### src/rtl/lsu_ecc_scrub.sv
`default_nettype none
// ============================================================================
// Module   : lsu_ecc_scrub
// Brief    : DCCM single-error write-back queue; re-encodes corrected words
//            and writes them back ahead of the store buffer.
// Revision : 1.0 - initial release
// ============================================================================
module lsu_ecc_scrub #(
    parameter int DCCM_BITS       = 16,
    parameter int DCCM_DATA_WIDTH = 32,
    parameter int DCCM_ECC_WIDTH  = 7,
    parameter int DEPTH           = 2,
    parameter int CNT_WIDTH       = 16
) (
    input  logic                       clk,
    input  logic                       rst_l,
    input  logic                       single_ecc_error_lo_dc3,
    input  logic                       single_ecc_error_hi_dc3,
    input  logic [DCCM_BITS-1:0]       lsu_addr_dc3,
    input  logic [DCCM_BITS-1:0]       end_addr_dc3,
    input  logic [DCCM_DATA_WIDTH-1:0] sec_data_lo_dc3,
    input  logic [DCCM_DATA_WIDTH-1:0] sec_data_hi_dc3,
    input  logic                       dec_tlu_core_ecc_disable,
    input  logic                       scrub_wr_gnt,
    output logic                       scrub_wr_req,
    output logic [DCCM_BITS-1:0]       scrub_wr_addr,
    output logic [DCCM_DATA_WIDTH-1:0] scrub_wr_data,
    output logic [DCCM_ECC_WIDTH-1:0]  scrub_wr_ecc,
    output logic                       scrub_stbuf_block,
    output logic                       scrub_overflow,
    output logic [CNT_WIDTH-1:0]       scrub_corr_cnt
);

    localparam int PTR_W = $clog2(DEPTH);
    localparam int CW    = PTR_W + 1;
    localparam int AW    = DCCM_BITS - 2;

    localparam logic [0:0] IDLE = 1'b0;
    localparam logic [0:0] REQ  = 1'b1;

    localparam logic [CW-1:0] c_depth = CW'(DEPTH);

    // Hamming SEC over non-power-of-two codeword positions, plus overall parity
    function automatic logic [DCCM_ECC_WIDTH-1:0] rvecc_encode(input logic [DCCM_DATA_WIDTH-1:0] din);
        logic [DCCM_ECC_WIDTH-1:0] ecc;
        int pos;
        ecc = '0;
        pos = 2;
        for (int i = 0; i < DCCM_DATA_WIDTH; i++) begin
            pos = pos + 1;
            if ((pos & (pos - 1)) == 0) pos = pos + 1;
            for (int k = 0; k < DCCM_ECC_WIDTH - 1; k++) begin
                if (pos[k]) ecc[k] = ecc[k] ^ din[i];
            end
        end
        ecc[DCCM_ECC_WIDTH-1] = (^din) ^ (^ecc[DCCM_ECC_WIDTH-2:0]);
        return ecc;
    endfunction

    logic [AW-1:0]              r_q_addr [DEPTH];
    logic [DCCM_DATA_WIDTH-1:0] r_q_data [DEPTH];
    logic [CW-1:0]              r_wr_ptr;
    logic [CW-1:0]              r_rd_ptr;
    logic [0:0]                 r_state;
    logic                       r_overflow;
    logic [CNT_WIDTH-1:0]       r_cnt;

    logic [CW-1:0]    w_count;
    logic [CW-1:0]    w_free;
    logic [CW-1:0]    w_count_nxt;
    logic             w_req;
    logic             w_pop;
    logic             w_push_lo;
    logic             w_push_hi;
    logic             w_lo_acc;
    logic             w_hi_acc;
    logic             w_drop;
    logic [PTR_W-1:0] w_lo_idx;
    logic [PTR_W-1:0] w_hi_idx;
    logic [PTR_W-1:0] w_rd_idx;

    assign w_req     = (r_state == REQ);
    assign w_pop     = w_req & scrub_wr_gnt;
    assign w_count   = r_wr_ptr - r_rd_ptr;
    // A same-cycle pop frees a slot for this cycle's push
    assign w_free    = c_depth - w_count + CW'(w_pop);
    assign w_push_lo = single_ecc_error_lo_dc3 & ~dec_tlu_core_ecc_disable;
    assign w_push_hi = single_ecc_error_hi_dc3 & ~dec_tlu_core_ecc_disable;
    assign w_lo_acc  = w_push_lo & (w_free != '0);
    assign w_hi_acc  = w_push_hi & (w_free > CW'(w_lo_acc));
    assign w_drop    = (w_push_lo & ~w_lo_acc) | (w_push_hi & ~w_hi_acc);
    assign w_lo_idx  = r_wr_ptr[PTR_W-1:0];
    assign w_hi_idx  = r_wr_ptr[PTR_W-1:0] + PTR_W'(w_lo_acc);
    assign w_rd_idx  = r_rd_ptr[PTR_W-1:0];
    assign w_count_nxt = w_count - CW'(w_pop) + CW'(w_lo_acc) + CW'(w_hi_acc);

    always_ff @(posedge clk) begin
        if (w_lo_acc) begin
            r_q_addr[w_lo_idx] <= lsu_addr_dc3[DCCM_BITS-1:2];
            r_q_data[w_lo_idx] <= sec_data_lo_dc3;
        end
        if (w_hi_acc) begin
            r_q_addr[w_hi_idx] <= end_addr_dc3[DCCM_BITS-1:2];
            r_q_data[w_hi_idx] <= sec_data_hi_dc3;
        end
    end

    always_ff @(posedge clk or negedge rst_l) begin
        if (!rst_l) begin
            r_wr_ptr   <= '0;
            r_rd_ptr   <= '0;
            r_state    <= IDLE;
            r_overflow <= 1'b0;
            r_cnt      <= '0;
        end else begin
            r_wr_ptr   <= r_wr_ptr + CW'(w_lo_acc) + CW'(w_hi_acc);
            r_rd_ptr   <= r_rd_ptr + CW'(w_pop);
            r_overflow <= w_drop;
            r_state    <= (w_count_nxt != '0) ? REQ : IDLE;
            if (w_pop && (r_cnt != {CNT_WIDTH{1'b1}})) begin
                r_cnt <= r_cnt + 1'b1;
            end
        end
    end

    assign scrub_wr_req      = w_req;
    assign scrub_wr_addr     = w_req ? {r_q_addr[w_rd_idx], 2'b00} : '0;
    assign scrub_wr_data     = w_req ? r_q_data[w_rd_idx] : '0;
    assign scrub_wr_ecc      = rvecc_encode(scrub_wr_data);
    assign scrub_stbuf_block = (w_count != '0);
    assign scrub_overflow    = r_overflow;
    assign scrub_corr_cnt    = r_cnt;

endmodule
`default_nettype wire

### config.mk
export PLATFORM = sky130hd
export DESIGN_NAME = lsu_ecc_scrub
export DESIGN_NICKNAME = d
export VERILOG_FILES = /design/src/rtl/lsu_ecc_scrub.sv
export SDC_FILE = /design/constraint.sdc
export NUM_CORES = 1
export LEC_CHECK = 0
export CAP_MARGIN = 15
export CORE_ASPECT_RATIO = 1.4
export CORE_MARGIN = 1
export CORE_UTILIZATION = 35
export CTS_BUF_LIST = sky130_fd_sc_hd__clkbuf_2
export DETAILED_ROUTE_END_ITERATION = 16
export PLACE_DENSITY_LB_ADDON = 0.08
export SLEW_MARGIN = 20
export SYNTH_ARGS = -nofsm -noshare
export SYNTH_HDL_FRONTEND = slang
export SYNTH_SLANG_ARGS = --single-unit
export TNS_END_PERCENT = 10
### constraint.sdc
create_clock -name clk -period 11.4 [get_ports clk]
set_input_delay 2.28 -clock clk [delete_from_list [all_inputs] [get_ports clk]]
set_output_delay 2.28 -clock clk [all_outputs]
set_load 0.02 [all_outputs]
Word-level counts from Yosys, hierarchy flattened
Memories as Yosys holds them, arrays and structs flattened.
Cells that the tools add are included.
{ "classes": {"mux": 7, "reduce_logical": 6, "n_eq_ne": 1, "addsub": 11, "bitwise": 96, "magnitude_cmp": 1} }
{ "ops": {"columns": ["op", "n"], "rows": [
  ["XOR 1 bit", 85],
  ["two-way mux 32 bit", 1],
  ["parity 32 bit", 1],
  ["adder 16 x 1 -> 16 bit (second input constant)", 1],
  ["two-way mux 16 bit", 1],
  ["inequality test 16 bit (second input constant)", 1],
  ["adder 2 x 1 -> 2 bit", 6],
  ["bitwise AND 1 bit", 7],
  ["nonzero test 2 bit", 3],
  ["parity 6 bit", 1],
  ["two-way mux 1 bit", 5],
  ["NOT 1 bit", 3],
  ["greater-than comparator 2 x 1 -> 1 bit", 1],
  ["subtractor 2 x 1 -> 2 bit", 1],
  ["subtractor 2 bit", 1],
  ["subtractor 2 bit (first input constant)", 1],
  ["adder 1 bit", 1],
  ["logical AND 1 bit", 1],
  ["bitwise OR 1 bit", 1]
]} }
{ "word_totals": {"in_bits": 102, "ramBits": 92, "reg_bits": 22, "n_memories": 2, "out_inout_bits": 74} }
{ "memory_table": {"columns": ["name", "depth", "word_bits", "read_ports", "rd_ports_with_merged_regs", "wr", "line_no", "source"], "rows": [
  ["r_q_data", 2, 32, 1, 0, 2, "61", "logic [DCCM_DATA_WIDTH-1:0] r_q_data [DEPTH];"],
  ["r_q_addr", 2, 14, 1, 0, 2, "60", "logic [AW-1:0] r_q_addr [DEPTH];"]
]} }

Longest topological paths before layout
An unclocked memory read counts as a cell.
{ "depth": {"word_depth": 21, "depth_mapped": 15} }

Least setup slack after synthesis
OpenSTA, ideal clock, no wires.
{ "synth_timing": {"path_type": "input to register", "start": "input scrub_wr_gnt", "end": "memory r_q_addr[1][0] (netlist bit), enable pin", "path_stages": 10, "path_slack_ps": 5834, "path_buffers": 0, "arrival_ps": 5156, "t_required_ps": 10990, "path_cell_list": "nand2_1 > ha_1 > xnor2_1 > nand2_1 > nand3b_1 > inv_1 > ha_1 > o21a_1 > nor3b_2 > fa_1"} }
{ "synth_lines": {"columns": ["item", "line_no", "source"], "rows": [
  ["from (decl)", "24", "input logic scrub_wr_gnt,"],
  ["to (decl)", "60", null]
]} }

Worst setup path after layout
{ "layout_timing": {"start": "register r_rd_ptr[0]", "end": "output scrub_wr_ecc[6]"} }
{ "layout_via": {"elab_chain_cells": 21} }
{ "layout_lines": {"columns": ["item", "line_no", "source"], "rows": [
  ["from (decl)", "63", "logic [CW-1:0] r_rd_ptr;"],
  ["from (signal assigned)", "117", "r_rd_ptr <= r_rd_ptr + CW'(w_pop);"],
  ["memory read (2 x 32 bit) (*)", null, null],
  ["two-way mux 32 bit (*)", "128", "assign scrub_wr_data = w_req ? r_q_data[w_rd_idx] : '0;"],
  ["XOR 1 bit, on equally long branches", null, null],
  ["XOR 1 bit (16 in series)", "53", "if (pos[k]) ecc[k] = ecc[k] ^ din[i];"],
  ["parity 6 bit", "56", "ecc[DCCM_ECC_WIDTH-1] = (^din) ^ (^ecc[DCCM_ECC_WIDTH-2:0]);"],
  ["XOR 1 bit (*)", "56", null],
  ["to (decl)", "28", "output logic [DCCM_ECC_WIDTH-1:0] scrub_wr_ecc,"]
]} }
Every way passes the cells marked *; elsewhere a longest branch is shown, timed or not.

==> metrics.yaml <==
run_status: "finished clean"
synth_edf_count: 92
ant_nets: 0
grt_pass1_vias: 4900
post_cts_buffers: 0
final_cell_mix: "clkdlybuf4s50_1, mux2_1, edfxtp_1"
avgSynthCellArea_sq_um: 13.8
slowest_delay_ps: 720
syn_to_final_growth_pct: 30.9
dieArea_sq_um: 20900
grt_start_max_net_pins: 59
max_cap_viol_count: 0
synthDistinctLibCells: 44
ys.flop_type: "edfxtp_1"
wl_um: 17600
die_h_um: 171
cts_hold_buf: 0
vias: 4495
maxSlewViolCount: 0
hp-class: "flop to flop"
layout-drive-gt1-share: 0.0759
fill_cells: 1894
synth.yosys.seq_area_share: 0.466
syn-instance-count: 515
end_kind: "output pin"
antenna_found_initial: 1
setup_tns_ps: 0
final_common_cell: "clkdlybuf4s50_1"
ioPinCount: 176
drt_iter0_drc: 134
clock-skew-final_ps: 38.5
drc: 0
hpwl_um: 12500
finalCritPeriodShare: 0.577
slew_headroom: 0.345
viasPerCell: 4.72
worst-endpoint-arrival_ps: 4300
finalHoldViolations: 0
worstPathCellList: "buf_4 > mux2i_1 > xor2_1 > xnor2_1 > xnor2_1 > nand2_1 > xnor3_2 > xnor3_1 > clkdlybuf4s50_1"
drt_pass1_iterations: 4
synth_area_sq_um: 7110
grt_usage: 0.177
clock_path_buffers: 2
initial_core_util: 0.357
cts_buffers: 17
worstPathRequired_ps: 9120
post_cts_resized: 0
yosysWarnings: 0
clock_sinks: 114
clockRootBuffer: "clkbuf_2"
max_freq_mhz: 152
hold_path_depth: 1
design.core.area_sq_um: 19900
cp_max_fo: 39
clk_latency_ps: 680
grt_pass1_wl_um: 27200
overflow: 0
slowest_stage: "dfrtp_4"
worst_r2r_path_depth: 14
worst_path_most_repeated_cell: "xnor2_1"
fin_crit_ps: 6580
worst_pin_slew_ps: 979
start_kind: "flop"
wl_per_cell_um: 18.5
cts_tree: "yes"
setup_viol: 0
num_rows: 61
htree_levels: 4
nets: 797
rsz0062_at_grt: "false"
worst-setup-path-type: "flop to output pin"
clk_pin_slew_ps: 190
gp_congestion: 0.733
async_flop_share: 0.193
io_buffers: 169
die_w_um: 122
synth.ff_latch_count: 114
worst max-delay path, delay by kind of cell (launching register included):
kind / cells / cell delay [ps]
multiplexers: 1 / 540
XOR/XNOR: 5 / 1020
AND/OR/NAND/NOR: 1 / 80
buffers and inverters: 2 / 1260
flip-flops: 1 / 720
synth_stat cells, types with 2 or more instances:
library cell | count | area share
xnor3_2 | 2 | 0.0067
xnor3_1 | 17 | 0.054
clkbuf_8 | 2 | 0.0039
nor2b_1 | 48 | 0.042
xnor2_1 | 70 | 0.086
nand2_1 | 16 | 0.0084
fa_1 | 3 | 0.0084
buf_4 | 7 | 0.0074
nand3_1 | 6 | 0.0042
nor2_1 | 7 | 0.0037
inv_1 | 5 | 0.0026
clkbuf_1 | 7 | 0.0037
nand4_1 | 3 | 0.0026
o22ai_1 | 5 | 0.0044
nand2b_1 | 2 | 0.0018
and2_1 | 2 | 0.0018
and4_1 | 3 | 0.0037
ha_1 | 7 | 0.012
buf_2 | 7 | 0.0049
mux2_2 | 2 | 0.0032
mux2_1 | 92 | 0.15
xor2_1 | 17 | 0.021
edfxtp_1 | 92 | 0.39
mux2i_1 | 52 | 0.073
dfrtp_1 | 22 | 0.077
cell type report:
class                   count  area (sq um)  share of cell area
multi-input cells         371          3620               0.389
flip-flops and latches    114          3320               0.356
repair buffers            175          1740               0.187
well taps                 252           315              0.0339
clock inverters            14           203              0.0218
clock buffers              18          90.1             0.00968
inverters                   6          22.5             0.00242
diodes                      2          5.00            0.000538
final timing paths:
kind	startpoint	endpoint	slack (ps)
worst max-delay path	r_rd_ptr[0]	scrub_wr_ecc[6]	4820
worst min-delay path	r_rd_ptr[1]	r_rd_ptr[1]	500
worst max register to register	r_rd_ptr[0]	r_q_data[1][4]	6020
worst min register to register	r_rd_ptr[1]	r_rd_ptr[1]	500
min in group asynchronous	rst_l	scrub_corr_cnt[9]	2100
max in group asynchronous	rst_l	r_rd_ptr[0]	8570
state kept, by name, indices dropped and copies added, names as in the netlist:
signal          flops
r_rd_ptr            2
scrub_overflow      1
r_wr_ptr            2
scrub_corr_cnt     16
r_q_addr           28
r_q_data           64
scrub_wr_req        1
kinds of logic after synthesis:
logic type               synth area share
multiplexers                        0.222
flip-flops                          0.466
XOR/XNOR                            0.177
AND/OR/NAND/NOR                    0.0741
buffers and inverters              0.0275
AO/OA/AOI/OAI                      0.0123
adder cells (fa/ha/maj)            0.0208
other                            0.000527
per-stage QoR:
stage / utilization / hold WS (ps) / setup WS (ps) / instance area, sq um / instances
2_1_floorplan: - / 458 / 5830 / 7110 / 516
3_3_place_gp: 0.452 / 473 / 5000 / 9010 / 918
3_5_place_dp: 0.452 / 480 / 4810 / 9010 / 918
4_1_cts: 0.467 / 505 / 4620 / 9300 / 950
5_1_grt: 0.467 / 528 / 4480 / 9310 / 952
6_report: 0.467 / 496 / 4820 / 9310 / 952
routing by layer:
metal,GRT usage,vias up,wire [um]
li1,-,2187,-
met1,0.199,2178,7180
met2,0.317,120,9260
met3,0.0560,10,1000
met4,0.0509,0,172
met5,0,-,0
Power is not shown: default switching activity piles up to over one toggle a cycle in this logic, so the estimate is an artifact.
